<file path="config.mk">
export PLATFORM = sky130hd
export DESIGN_NAME = led_share_arbiter
export DESIGN_NICKNAME = d
export VERILOG_FILES = /design/src/rtl/led_arb_pkg.sv /design/src/rtl/led_arb_rr_pick.sv /design/src/rtl/led_share_arbiter.sv
export SDC_FILE = /design/constraint.sdc
export NUM_CORES = 1
export LEC_CHECK = 0
export CAP_MARGIN = 5
export CORE_MARGIN = 8
export CORE_UTILIZATION = 41
export DETAILED_ROUTE_END_ITERATION = 10
export PLACE_DENSITY = 0.8
export SETUP_SLACK_MARGIN = 0.3
export SYNTH_ARGS = -nofsm -noshare
export SYNTH_HDL_FRONTEND = slang
export SYNTH_SLANG_ARGS = --single-unit
</file>
<file path="constraint.sdc">
create_clock -name clk -period 2.25 [get_ports clk]
set_input_delay 0.45 -clock clk [delete_from_list [all_inputs] [get_ports clk]]
set_output_delay 0.45 -clock clk [all_outputs]
set_load 0.02 [all_outputs]
</file>
<file path="src/rtl/led_arb_pkg.sv">
// led_arb_pkg: shared state encoding, default LED bank width and the
// sizing helper used by the LED share arbiter and its round-robin picker.
package led_arb_pkg;

    typedef enum logic [1:0] {
        IDLE = 2'd0,
        OWN  = 2'd1,
        GAP  = 2'd2
    } arb_state_t;

    localparam int LED_W_DEFAULT = 16;

    // Bits needed to hold values 0..n-1; never narrower than one bit.
    function automatic int cnt_width(input int n);
        return (n > 1) ? $clog2(n) : 1;
    endfunction

endpackage

</file>
<file path="src/rtl/led_arb_rr_pick.sv">
// led_arb_rr_pick: combinational round-robin picker. Returns the first set
// request at or above ptr, wrapping to index 0, as a one-hot winner.
module led_arb_rr_pick
    import led_arb_pkg::*;
#(
    parameter int NUM_REQ = 4,
    parameter int PTR_W   = cnt_width(NUM_REQ)
) (
    input  logic [NUM_REQ-1:0] req,
    input  logic [PTR_W-1:0]   ptr,
    output logic [NUM_REQ-1:0] winner,
    output logic               valid
);

    // Upper pass covers ptr..NUM_REQ-1, lower pass covers the wrapped part.
    always_comb begin
        winner = '0;
        valid  = 1'b0;
        for (int i = 0; i < NUM_REQ; i++) begin
            if (!valid && req[i] && (i >= int'(ptr))) begin
                winner[i] = 1'b1;
                valid     = 1'b1;
            end
        end
        for (int i = 0; i < NUM_REQ; i++) begin
            if (!valid && req[i] && (i < int'(ptr))) begin
                winner[i] = 1'b1;
                valid     = 1'b1;
            end
        end
    end

endmodule

</file>
<file path="src/rtl/led_share_arbiter.sv">
// led_share_arbiter: time-slices the LED bank between NUM_REQ pattern sources.
// Define LED_ARB_PRIO_EN to make requester 0 high priority with preemption.
module led_share_arbiter
    import led_arb_pkg::*;
#(
    parameter int NUM_REQ   = 4,
    parameter int LED_W     = LED_W_DEFAULT,
    parameter int MIN_HOLD  = 8,
    parameter int MAX_SLICE = 64
) (
    input  logic                     clk,
    input  logic                     rst,
    input  logic [NUM_REQ-1:0]       req,
    input  logic [NUM_REQ*LED_W-1:0] pattern,
    output logic [NUM_REQ-1:0]       grant,
    output logic                     busy,
    output logic [LED_W-1:0]         LED,
    output logic                     slice_end
);

    localparam int CNT_W = cnt_width(MAX_SLICE);
    localparam int PTR_W = cnt_width(NUM_REQ);
    localparam logic [CNT_W-1:0] CNT_MAX  = CNT_W'(MAX_SLICE - 1);
    localparam logic [CNT_W-1:0] HOLD_MIN = CNT_W'(MIN_HOLD - 1);
    localparam logic [PTR_W-1:0] PTR_LAST = PTR_W'(NUM_REQ - 1);

    arb_state_t         state;
    logic [PTR_W-1:0]   rr_ptr;
    logic [PTR_W-1:0]   owner;
    logic [CNT_W-1:0]   cnt;

    logic [PTR_W-1:0]   pick_ptr;
    logic [NUM_REQ-1:0] win_onehot;
    logic               win_valid;
    logic [PTR_W-1:0]   win_idx;
    logic [PTR_W-1:0]   next_ptr;
    logic               owner_req;
    logic [LED_W-1:0]   owner_pattern;
    logic               hold_met;
    logic               rel_now;

    led_arb_rr_pick #(
        .NUM_REQ (NUM_REQ),
        .PTR_W   (PTR_W)
    ) u_pick (
        .req    (req),
        .ptr    (pick_ptr),
        .winner (win_onehot),
        .valid  (win_valid)
    );

    // A pending high-priority request starts the search at 0 so it always wins.
    always_comb begin
`ifdef LED_ARB_PRIO_EN
        pick_ptr = req[0] ? '0 : rr_ptr;
`else
        pick_ptr = rr_ptr;
`endif
    end

    always_comb begin
        win_idx = '0;
        for (int i = 0; i < NUM_REQ; i++) begin
            if (win_onehot[i]) begin
                win_idx = PTR_W'(i);
            end
        end
    end

    always_comb begin
        owner_req     = 1'b0;
        owner_pattern = '0;
        for (int i = 0; i < NUM_REQ; i++) begin
            if (owner == PTR_W'(i)) begin
                owner_req     = req[i];
                owner_pattern = pattern[i*LED_W +: LED_W];
            end
        end
    end

    // Priority owner 0 keeps the pointer at 0 instead of handing it onward.
    always_comb begin
        if (owner == PTR_LAST) begin
            next_ptr = '0;
        end else begin
            next_ptr = owner + 1'b1;
        end
`ifdef LED_ARB_PRIO_EN
        if (owner == '0) begin
            next_ptr = '0;
        end
`endif
    end

    always_comb begin
        hold_met = (cnt >= HOLD_MIN);
        rel_now  = (!owner_req && hold_met) || (cnt == CNT_MAX);
`ifdef LED_ARB_PRIO_EN
        if (req[0] && (owner != '0) && hold_met) begin
            rel_now = 1'b1;
        end
`endif
    end

    always_ff @(posedge clk) begin
        if (rst) begin
            state     <= IDLE;
            rr_ptr    <= '0;
            owner     <= '0;
            cnt       <= '0;
            grant     <= '0;
            busy      <= 1'b0;
            LED       <= '0;
            slice_end <= 1'b0;
        end else begin
            slice_end <= 1'b0;
            case (state)
                IDLE: begin
                    LED <= '0;
                    if (win_valid) begin
                        grant <= win_onehot;
                        busy  <= 1'b1;
                        owner <= win_idx;
                        cnt   <= '0;
                        state <= OWN;
                    end
                end
                OWN: begin
                    if (rel_now) begin
                        grant     <= '0;
                        busy      <= 1'b0;
                        LED       <= '0;
                        slice_end <= 1'b1;
                        rr_ptr    <= next_ptr;
                        state     <= GAP;
                    end else begin
                        LED <= owner_pattern;
                        if (cnt != CNT_MAX) begin
                            cnt <= cnt + 1'b1;
                        end
                    end
                end
                GAP: begin
                    LED   <= '0;
                    state <= IDLE;
                end
                default: begin
                    grant <= '0;
                    busy  <= 1'b0;
                    LED   <= '0;
                    state <= IDLE;
                end
            endcase
        end
    end

    // Structural invariants of the grant/LED outputs.
    a_grant_onehot : assert property (@(posedge clk) $onehot0(grant));
    a_busy_match   : assert property (@(posedge clk) busy == (grant != '0));
    a_grant_own    : assert property (@(posedge clk) disable iff (rst)
                                      (state != OWN) |-> (grant == '0));
    a_blank_led    : assert property (@(posedge clk) disable iff (rst)
                                      (state != OWN) |-> (LED == '0));
    a_pulse_gap    : assert property (@(posedge clk) disable iff (rst)
                                      slice_end |-> (state == GAP));

endmodule
</file>
==> impl_metrics.toml <==
[synthesis]
yosysSeqAreaShare = 0.341
synth_area_um2 = 1990
synth.distinct_cells = 43
synth.net_count = 334
syn_inst = 259
yosys-top-cells-count = "41 x a21oi_1, 38 x nand2_1, 34 x dfxtp_1"
yosysTopAreaCell = "dfxtp_1"
synth_edf_count = 0
ys_ff_latch = 34
synth.area.top_cells = "dfxtp_1 34%, a21oi_1 10%, nand2_1 7.2%"
synth.most_common_cell = "a21oi_1"
synth_ff_type = "dfxtp_1"
syn_area_per_cell_um2 = 7.70
synth_top_cell_area_share = 0.341
ys_warn_count = 0
async_flop_share = 0

[pwr]
p_seq_frac = 0.405
p_sw_w = 0.000455
clockPowerShare = 0.272
ir_drop_mv = 0.321
leakagePower_nw = 1.12
p_int_w = 0.00115
switching_share = 0.284
pwr-share-comb = 0.323
p_per_area_nw_per_um2 = 512

[sta]
worst_pin_slew_ns = 0.450
setup_viol_count_final = 0
fin_crit_ns = 1.89
skew_ns = 0.00583
hold_viol = 0
tns_ns = 0
grt_setup_unrepaired = "false"
clock.fmax_mhz = 529
drv_slew = 0
finalCritPeriodShare = 0.840
slew_headroom = 0.699

[global_route]
grt_max_degree = 34
grt_pass1_vias = 2142
grt_usage = 0.181
antenna_found_initial = 0
globalRouteOverflowTotal = 0
grt_pass1_wl_um = 10700

[cts]
cts.clk_slew.worst_paths_ns = 0.06
clock_sinks = 34
cts_root_buf = "clkbuf_8"
clk_latency_ns = 0.28
cts_max_path_buffers = 2
htreeDepth = 2
numCtsBuffers = 5
cts_tree = "built"

[route]
drc = 0
wire_per_inst_um = 16.8
firstDrtPassIters = 4
via_count = 2246
wirelength_um = 6810
final_antenna_net_count = 0
drt_iter0_markers = 169
vias_per_cell = 5.53

[placement]
dp_hpwl_um = 5130
io_buffers = 91
routabilityCongestion = 0.913

[floorplan]
die_area_um2 = 7350
rows = 25
start_util = 0.425
io_pins = 92
core_um2 = 4690
die_h_um = 85.7
die_w_um = 85.7

[worst_setup_path]
path_common_cell = "a21oi_1"
critical_path_class = "reg2reg"
start_kind = "flop"
cp_top_family = "compound AO/OA/AOI/OAI gates"
cp_slowest_stage_delay_ns = 0.42
crit_cells = 7
crit_path_top_delay_cell = "or4_1"
path_buf_inv = 1
cp.required_ns = 2.46
reg2regPathDepth = 7
path_max_fanout = 7
end_kind = "flop"
crit_path_cell_trace = "inv_2, ha_1, a21oi_1, a211o_4, a21oi_4, or4_1, a21oi_1"
crit_arrival_ns = 2.10

[finish]
nNetsFinal = 428
n_antenna_cell = 0
drive_above_1_share = 0.102
fin_util = 0.666
syn2layout_area_growth_pct = 56.7

[worst_hold_path]
min_delay_path_depth = 2
hold_class = "reg2reg"

[job]
max-cap-violations = 0

[run_status]
run_status = "complete, no violations"
[routing by layer]
layer  track usage  up-vias  share of wire
li1              -     1116              -
met1         0.236     1023           0.46
met2         0.283      100           0.44
met3        0.0478        7          0.084
met4        0.0573        0          0.012
met5             0        -              0
[metrics by stage]
| stage | cell area, um^2 | std cells | total power [W] | hold slack [ns] | setup slack, ns |
|---|---|---|---|---|---|
| floorplan | 1990 | 259 | 0.000916 | 0.497 | 0.408 |
| global placement | 2970 | 398 | 0.00115 | 0.472 | 0.0437 |
| detailed placement | 2970 | 398 | 0.00116 | 0.490 | -0.00955 |
| CTS | 3060 | 404 | 0.00159 | 0.508 | 0.322 |
| global route | 3120 | 406 | 0.00169 | 0.521 | 0.268 |
| finish | 3120 | 406 | 0.00160 | 0.500 | 0.361 |
[path summary, 6_finish.rpt]
path | startpoint | endpoint | slack (ns)
max reg2reg | owner[0] | pick_ptr[0] | 0.36
min | grant[0] | grant[0] | 0.50
max | owner[0] | pick_ptr[0] | 0.36
min reg2reg | grant[0] | grant[0] | 0.50
[sequential cells by signal (all words and copies together) (netlist names)]
register / count
busy: 1
state: 2
owner: 2
cnt: 6
LED: 16
slice_end: 1
grant: 4
pick_ptr: 2
[worst register-to-register path: stages (launching register included)]
cell,delay [ns]
dfxtp_4,0.38
inv_2,0.05
ha_1,0.23
a21oi_1,0.28
a211o_4,0.23
a21oi_4,0.08
or4_1,0.42
a21oi_1,0.15
[area by class of cell]
| cell class | count | area [um^2] |
|---|---|---|
| well taps | 54 | 67.6 |
| fillers | 405 | 1570 |
| clock buffers | 6 | 82.6 |
| flip-flops and latches | 34 | 686 |
| multi-input cells | 204 | 1270 |
| repair buffers | 102 | 998 |
| inverters | 6 | 22.5 |
[power groups by stage]
stage,registers [W],logic (W),clock network (W)
final,0.000648,0.000516,0.000436
after global placement,0.000659,0.000489,0
after global routing,0.000652,0.000567,0.000472
after CTS,0.000646,0.000501,0.000445
after detailed placement,0.000660,0.000497,0
after floorplan,0.000686,0.000230,0
[cells by family (layout without fill, tap and decap cells)]
family | Yosys count | count (layout) | synth area share
flops | 34 | 34 | 0.341
simple gates | 105 | 105 | 0.275
buf+inv | 21 | 114 | 0.0446
mux | 1 | 1 | 0.00502
fa+ha+maj | 5 | 5 | 0.0314
compound gates | 93 | 93 | 0.303
[cells in the final DEF (no fill, tap or decap), drive strengths merged, types with 2 or more instances in the layout]
cell and count:
clkdlybuf4s50 89, a21oi 43, nand2 39, dfxtp 34, o21ai 23, nor2b 18
nand3b 16, nor2 11, buf 11, a211oi 7, nor3 6, clkbuf 6
inv 6, nand3 5, o211ai 5, ha 5, nand2b 2, and2 2
a221oi 2, dlymetal6s2s 2, a211o 2, and3 2, o22ai 2
[repair_timing]
action | 4_1_cts | 5_1_grt
pin swaps | 0 | 6
hold endpoints to repair | 0 | 0
gates resized for setup | 1 | 14
endpoints found under the setup margin | 4 | 27
buffers inserted | 0 | 2
hold buffers | 0 | 0
Note: power is estimated with default switching activity, not from simulation.
